==> src/rtl/muldiv_pkg.sv <==
// muldiv_pkg: shared opcodes, state encoding and width for the sequential mul/div unit.
package muldiv_pkg;
    localparam int MULDIV_WIDTH = 16;
    localparam logic OP_MUL = 1'b0;
    localparam logic OP_DIV = 1'b1;
    localparam logic [1:0] ST_IDLE = 2'd0;
    localparam logic [1:0] ST_CALC = 2'd1;
    localparam logic [1:0] ST_FIX  = 2'd2;
    localparam logic [1:0] ST_DONE = 2'd3;
    typedef enum logic [1:0] {
        IDLE = ST_IDLE,
        CALC = ST_CALC,
        FIX  = ST_FIX,
        DONE = ST_DONE
    } state_t;
endpackage

==> src/rtl/seq_muldiv_unit.sv <==
// seq_muldiv_unit: iterative signed multiply / divide, one bit per clock on operand magnitudes,
// sign applied in FIX; results held until the next operation's FIX.
module seq_muldiv_unit
    import muldiv_pkg::*;
#(
    parameter int WIDTH = MULDIV_WIDTH
) (
    input  logic             clk,
    input  logic             rst_n,
    input  logic             start,
    input  logic             op,
    input  logic [WIDTH-1:0] a,
    input  logic [WIDTH-1:0] b,
    output logic             busy,
    output logic             done,
    output logic [WIDTH-1:0] result_lo,
    output logic [WIDTH-1:0] result_hi,
    output logic             div_by_zero
);
    localparam int CW = $clog2(WIDTH) + 1;

    state_t           state, next;
    logic [2*WIDTH:0] acc;
    logic [WIDTH:0]   opnd;
    logic [CW-1:0]    cnt;
    logic             op_q, sign_a, neg;
    logic [WIDTH-1:0] mag_a, mag_b, quo, rem, rem_mag;
    logic [WIDTH:0]   part, rem_sh;
    logic             ge;
    logic [2*WIDTH-1:0] prod;

    always_comb begin
        mag_a   = a[WIDTH-1] ? -a : a;
        mag_b   = b[WIDTH-1] ? -b : b;
        part    = acc[0] ? acc[2*WIDTH:WIDTH] + opnd : acc[2*WIDTH:WIDTH];
        rem_sh  = acc[2*WIDTH-1:WIDTH-1];
        ge      = rem_sh >= opnd;
        prod    = neg ? -acc[2*WIDTH-1:0] : acc[2*WIDTH-1:0];
        // a zero divisor skips CALC, so the dividend magnitude is still in the low half
        quo     = (opnd == '0) ? '1 : (neg ? -acc[WIDTH-1:0] : acc[WIDTH-1:0]);
        rem_mag = (opnd == '0) ? acc[WIDTH-1:0] : acc[2*WIDTH-1:WIDTH];
        rem     = sign_a ? -rem_mag : rem_mag;
    end

    always_ff @(posedge clk or negedge rst_n) begin
        if (!rst_n) state <= IDLE;
        else        state <= next;
    end

    always_comb begin
        next = state;
        busy = state != IDLE;
        done = state == DONE;
        unique case (state)
            IDLE: next = start ? ((op == OP_DIV && b == '0) ? FIX : CALC) : IDLE;
            CALC: next = (cnt == CW'(WIDTH - 1)) ? FIX : CALC;
            FIX:  next = DONE;
            DONE: next = IDLE;
        endcase
    end

    always_ff @(posedge clk or negedge rst_n) begin
        if (!rst_n) begin
            acc         <= '0;
            opnd        <= '0;
            cnt         <= '0;
            op_q        <= 1'b0;
            sign_a      <= 1'b0;
            neg         <= 1'b0;
            result_lo   <= '0;
            result_hi   <= '0;
            div_by_zero <= 1'b0;
        end else begin
            case (state)
                IDLE: if (start) begin
                    op_q   <= op;
                    sign_a <= a[WIDTH-1];
                    neg    <= a[WIDTH-1] ^ b[WIDTH-1];
                    opnd   <= {1'b0, mag_b};
                    acc    <= {{(WIDTH + 1){1'b0}}, mag_a};
                    cnt    <= '0;
                end
                CALC: begin
                    cnt <= cnt + 1'b1;
                    acc <= (op_q == OP_MUL) ? {1'b0, part, acc[WIDTH-1:1]}
                                            : {ge ? rem_sh - opnd : rem_sh, acc[WIDTH-2:0], ge};
                end
                FIX: begin
                    result_lo   <= (op_q == OP_MUL) ? prod[WIDTH-1:0] : quo;
                    result_hi   <= (op_q == OP_MUL) ? prod[2*WIDTH-1:WIDTH] : rem;
                    div_by_zero <= op_q == OP_DIV && opnd == '0;
                end
                default: ;
            endcase
        end
    end
endmodule
==> config.mk <==
export PLATFORM = sky130hd
export DESIGN_NAME = seq_muldiv_unit
export DESIGN_NICKNAME = d
export VERILOG_FILES = /design/src/rtl/muldiv_pkg.sv /design/src/rtl/seq_muldiv_unit.sv
export SDC_FILE = /design/constraint.sdc
export NUM_CORES = 1
export LEC_CHECK = 0
export ABC_AREA = 1
export CAP_MARGIN = 15
export CORE_MARGIN = 5
export CORE_UTILIZATION = 53
export CTS_CLUSTER_SIZE = 10
export DETAILED_ROUTE_END_ITERATION = 6
export GPL_TIMING_DRIVEN = 0
export PLACE_DENSITY = 0.79
export SETUP_SLACK_MARGIN = 0.1
export SLEW_MARGIN = 20
export SYNTH_ARGS = -nofsm -noshare
export SYNTH_HDL_FRONTEND = slang
export SYNTH_SLANG_ARGS = --single-unit
==> constraint.sdc <==
create_clock -name clk -period 2.78 [get_ports clk]
set_input_delay 0.695 -clock clk [delete_from_list [all_inputs] [get_ports clk]]
set_output_delay 0.695 -clock clk [all_outputs]
set_load 0.05 [all_outputs]
-- After elaboration in Yosys (flattened, before gate mapping)
Index checks and enable logic that the tools add are counted.
W data, S select, Z words.
- $add $sub $neg: 8
- $lt $le $gt $ge: 1
- equal/unequal tests: 5
- multiplexer cells: 20
- bitwise gates (word level): 1
- reductions and logical operators: 9
- operator list (operator ; number):
    $mux W16 ; 8
    $mux W33 ; 2
    $pmux W33 S2 ; 1
    $neg A16 Y16 ; 4
    $mux W17 ; 2
    $mux W32 ; 1
    $neg A32 Y32 ; 1
    $add A17 B16 Y17 ; 1
    $ge A17 B16 Y1 ; 1
    $logic_not A17 Y1 ; 1
    $sub A17 B16 Y17 ; 1
    $logic_not A16 Y1 ; 1
    $pmux W5 S2 ; 1
    $pmux W2 S4 ; 1
    $mux W2 ; 3
    $add A5 B1 Y5 const B ; 1
    $eq A5 B4 Y1 const B ; 1
    $mux W5 ; 1
    $eq A2 B2 Y1 const B ; 2
    $reduce_and A2 Y1 ; 2
    $reduce_bool A2 Y1 ; 2
    $eq A2 B1 Y1 const B ; 1
    $logic_and A1 B1 Y1 ; 2
    $logic_not A2 Y1 ; 1
    other kinds (2) ; 2
- flip-flop bits (word level): 92
- input port bits: 36
- word-level logic and storage cells: 54

-- Longest topological paths before layout
Gate-level depths: netlist of the first run.
- word-level depth: 5
- gate-level depth with buffers: 17

-- Worst setup path after synthesis of the first run
No wires, ideal clock.
- path type: register -> register
- start point: reg acc[0]
- end point: reg result_hi[14]
- library setup time: 0.073 ns
- arrival time: 2.228 ns
- required time: 2.707 ns
- setup slack: 0.479 ns
- cell stages (with the launch flop): 17
- path buffers: 2
- cells stage by stage: dfrtp_1 -> inv_1 -> buf_2 -> clkbuf_1 -> ha_1 -> nand2_1 -> nor2_2 -> inv_2 -> nor2_4 -> nand2_1 -> o21ai_2 -> nand3_1 -> nand2_1 -> nand2_1 -> o21ai_0 -> inv_1 -> a21oi_2
- cells in the longest elaborated chain, start to end: 4
- ends and longest elaborated chain (what ; RTL line ; source):
    start, declared ; seq_muldiv_unit.sv:23 ; logic [2*WIDTH:0] acc;
    start signal, assigned ; seq_muldiv_unit.sv:80 ; acc <= {{(WIDTH + 1){1'b0}}, mag_a};
    start signal, assigned ; seq_muldiv_unit.sv:85 ; acc <= (op_q == OP_MUL) ? {1'b0, part, acc[WIDTH-1:1]}
    $mux W16 ; seq_muldiv_unit.sv:41 ; rem_mag = (opnd == '0) ? acc[WIDTH-1:0] : acc[2*WIDTH-1:WIDTH];
    $neg A16 Y16 ; seq_muldiv_unit.sv:42 ; rem = sign_a ? -rem_mag : rem_mag;
    $mux W16 ; seq_muldiv_unit.sv:42 ;
    $mux W16 (*) ; seq_muldiv_unit.sv:90 ; result_hi <= (op_q == OP_MUL) ? prod[2*WIDTH-1:WIDTH] : rem;
    end signal, assigned ; seq_muldiv_unit.sv:90 ;
    end, declared ; seq_muldiv_unit.sv:17 ; output logic [WIDTH-1:0] result_hi,
Every way passes the cells marked *; elsewhere a longest branch is shown, timed or not.
A chain may end at the register's enable or synchronous reset.

-- Worst setup path after layout of the first run
- start point: reg acc[27]
- end point: reg acc[30]
- cells in the longest elaborated chain, start to end: 4
- ends and longest elaborated chain (what ; RTL line ; source):
    $add A17 B16 Y17 (tied with other cells) ; seq_muldiv_unit.sv:35 ; part = acc[0] ? acc[2*WIDTH:WIDTH] + opnd : acc[2*WIDTH:WIDTH];
    $mux W17 (on tied branches) ; seq_muldiv_unit.sv:35, seq_muldiv_unit.sv:86 ;
    $mux W33 (*) ; seq_muldiv_unit.sv:85 ;
    $pmux W33 S2 (*) ; seq_muldiv_unit.sv:74 ; case (state)
Marks and branches as above.

==> reports/qor.txt, run 1 <==
========================================================================================
Initial Util                                                                      53.51%
Cell variety after synth                                                              51
Largest net degree at the start of global routing                                     55
Clock transition at the registers of the reported paths                            80 ps
Fin cells                                                                           1615
Layout net count                                                                    1470
Detailed route wirelength on metal2                                             12960 um
Unrepaired setup endpoints after global routing                                     true
Peak supply drop                                                               0.5350 mV
Delay of the slowest cell on the worst path                                       520 ps
Final setup fails                                                                      0
Residual overflow from global routing                                                  0
Total clock buffers created by CTS                                                     9
I/O pin cnt                                                                           71
Number of synthesized register bits                                                   92
Diodes inserted                                                                        0
TritonCTS clock tree                                                                done
Total vias in the final route                                                       9541
Ys async rst share                                                                100.0%
Hold/Removal Path Class                                                      in -> async
Global-route wire length before repair                                          45280 um
Most used flip-flop cell after synthesis                                    sky130_fd_sc_hd__dfrtp_1
List of cells traversed by the critical path                                ha_1 -> a21oi_1 -> nand2_1 -> a21oi_1 -> nand2_1 -> nand2_1 -> nand2_2 -> clkbuf_4 -> nand3_1 -> o211ai_1 -> nand2_1 -> nand2_1
First-iteration detailed-routing DRC count                                          1136
Setup TNS                                                                           0 ps
Total number of placement rows                                                        46
Clock latency at the later pin of the worst-skew pair                             370 ps
Netlist area before placement                                                   8439 um2
Die Ht                                                                          136.2 um
Warning count from the yosys run                                                       0
WHS                                                                             208.3 ps
Power density over the cells                                                 1426 nW/um2
Global Route Usage Sum                                                            31.61%
Number of flops mapped to enable cells by yosys                                        0
Count of buffer and inverter cells on the critical path                                1
Fmax                                                                          0.3903 GHz
Sort of element at the end of the critical path                                     flop
Layout overhead on the synthesized area                                           16.69%
Worst path most repeated cell                                               sky130_fd_sc_hd__nand2_1
Number of inserted filler cells in the final layout                                 1561
Post-Route WL                                                                   29400 um
Total count of max-transition violations in the final report                           0
Clock Tree Buf Depth                                                                   2
Port bufs                                                                             69
Flip-flop and latch area                                                        2312 um2
Startpoint type of the worst setup path                                             flop
Cell type of the slowest stage on the worst timing path                     sky130_fd_sc_hd__dfrtp_2
Worst clock skew on the final layout                                            13.28 ps
Routed wirelength normalized by instance count                                  18.21 um
Max-cap check violation count                                                          0
Area of the multi-input gates                                                   5400 um2
Vias in the first global route                                                      8563
Fraction of the yosys area taken by sequential cells                              27.28%
Gp weighted congestion                                                             1.041
Layout cell share with drive strength beyond 1                                    7.505%
Number of buffers added to fix hold violations after cts                               0
Number of routed nets with antenna violations                                          0
Required @ worst endpoint                                                        3040 ps
Most frequent standard cell in the layout excluding fill and tap cells      sky130_fd_sc_hd__nand2_1
HPWL Detailed                                                                   22820 um
Max Fanout on Critical Path                                                           10
Count of unresolved DRC violations after routing                                       0
Die X                                                                           136.2 um
Placeable core region                                                          15770 um2
Clock root buffer master                                                    sky130_fd_sc_hd__clkbuf_16
Clk sinks                                                                             92
Number of levels the H-tree was split into                                             3
Initial DRT Pass Iterations                                                            6
Transition at the pin with the smallest max-transition slack                    790.2 ps
Most frequent cells in the layout                                           sky130_fd_sc_hd__nand2_1, sky130_fd_sc_hd__inv_1, sky130_fd_sc_hd__o21ai_0
Number of cells produced by synthesis                                               1307
Result of the run                                                           complete, no violations
Fin. Hold Viols                                                                        0
Data arrival time of the critical path                                           2820 ps
Detailed-routed wire length on met3                                              2960 um
Synthesized netlist net count                                                       1383
Number of antenna violations at the first check in global routing                      0
Top routing layer in use                                                            met4
Lkg Pwr                                                                         4.678 nW
Cell family with the largest share of critical-path delay                   simple AND/OR/NAND/NOR gates
Total power                                                                     14.05 mW
Portion of the clock cycle consumed by the worst path in the final layout         92.17%
Rel. slew slack                                                                   47.32%
Dpl cells                                                                           1593
Clock period minus worst slack                                                   2562 ps
Detailed-route vias per instance                                                   5.908
Utilization of the core after routing                                             62.45%
Die Area                                                                       18550 um2
Crit Path Class                                                               reg -> reg
Met1 routed wirelength after detailed routing                                   11520 um
Mean area per synthesized cell                                                 6.457 um2
========================================================================================
[metrics by stage]
| step | instance area (um2) | worst slack, ps |
|---|---|---|
| floorplan | 8439 | 478.6 |
| global placement | 9400 | -2440 |
| detailed placement | 9429 | -248.0 |
| CTS | 9751 | 46.93 |
| global route | 9848 | 57.66 |
| finish | 9848 | 217.7 |
[final timing paths]
kind | from | endpoint | slack (ps) | cells after the start
hold reg to reg | div_by_zero | div_by_zero | 490 | 2
min in group clk | div_by_zero | div_by_zero | 490 | 2
setup reg to reg | acc[27] | acc[30] | 220 | 12
max in group asynchronous | rst_n | acc[19] | 1960 | 2
hold / removal | rst_n | result_hi[14] | 210 | 1
setup / recovery | acc[27] | acc[30] | 220 | 12
[kinds of logic (layout without fill, tap and decap cells)]
kind of cell / after synthesis / after routing / synth area share [%]
AND/OR/NAND/NOR: 641 / 641 / 32.99
AO/OA/AOI/OAI: 298 / 298 / 20.19
buffers and inverters: 195 / 287 / 9.177
flip-flops: 92 / 92 / 27.28
XOR/XNOR: 41 / 41 / 4.255
adder cells (fa/ha/maj): 40 / 40 / 6.108
[metal layers]
layer | up-vias | track usage [%]
met1 | 4285 | 40.73
met5 | - | 0
met3 | 147 | 5.514
met4 | 0 | 18.76
li1 | 4553 | -
met2 | 556 | 49.70
[power by group]
part	internal, mW	switching, mW	total [mW]	leakage (nW)
clock network	0.713	0.628	1.34	0.146
logic	3.31	6.56	9.87	3.37
registers	1.92	0.916	2.84	1.16
[synth_stat cells, types with 21 or more instances]
cell type / instances / area share [%]
sky130_fd_sc_hd__a21oi_1: 88 / 5.2
sky130_fd_sc_hd__clkbuf_1: 37 / 1.6
sky130_fd_sc_hd__dfrtp_1: 92 / 27
sky130_fd_sc_hd__ha_1: 38 / 5.6
sky130_fd_sc_hd__inv_1: 133 / 5.9
sky130_fd_sc_hd__nand2_1: 333 / 15
sky130_fd_sc_hd__nand3_1: 94 / 5.6
sky130_fd_sc_hd__nor2_1: 120 / 5.3
sky130_fd_sc_hd__nor3_1: 29 / 1.7
sky130_fd_sc_hd__o211ai_1: 21 / 1.9
sky130_fd_sc_hd__o21ai_0: 126 / 7.5
sky130_fd_sc_hd__xor2_1: 32 / 3.3
[timing repair]
| action | in CTS | in global routing |
|---|---|---|
| gates resized for setup | 5 | 28 |
| cloned | 0 | 0 |
| setup endpoints to repair | 8 | 21 |
| pin swaps | 0 | 6 |
| buffers inserted | 0 | 6 |
[worst register-to-register path: stages, from the launching register on]
cell and delay, ps:
sky130_fd_sc_hd__dfrtp_2 520, sky130_fd_sc_hd__ha_1 400, sky130_fd_sc_hd__a21oi_1 280, sky130_fd_sc_hd__nand2_1 100, sky130_fd_sc_hd__a21oi_1 120, sky130_fd_sc_hd__nand2_1 110
sky130_fd_sc_hd__nand2_1 110, sky130_fd_sc_hd__nand2_2 130, sky130_fd_sc_hd__clkbuf_4 230, sky130_fd_sc_hd__nand3_1 110, sky130_fd_sc_hd__o211ai_1 160, sky130_fd_sc_hd__nand2_1 130
sky130_fd_sc_hd__nand2_1 60
[layout make-up]
cell class	count	share of cell area [%]
Tap cell	216	2.744
Inverter	143	5.488
Sequential cell	92	23.48
Multi-Input combinational cell	1020	54.83
Timing Repair Buffer	76	7.763
Buffer	52	2.579
Clock buffer	9	2.287
Clock inverter	7	0.8258
[flip-flops by register name, summed over array words and instances (netlist names)]
register,flops
acc,33
result_hi,16
op_q,1
opnd,16
div_by_zero,1
sign_a,1
state,2
cnt,5
neg,1
result_lo,16
Note: power is estimated with default switching activity, not from simulation.
==> run 2: changes to the inputs <==
--- a/constraint.sdc
+++ b/constraint.sdc
@@ -3,2 +3,2 @@
 set_output_delay 0.695 -clock clk [all_outputs]
-set_load 0.05 [all_outputs]
+set_load 0.005 [all_outputs]
==> results of run 2 <==
The final DEF is identical to that of run 1. Status: complete, no violations.
Among the figures that moved: total power 14.05 mW -> 13.55 mW; worst IR drop on VDD 0.5350 mV -> 0.5348 mV
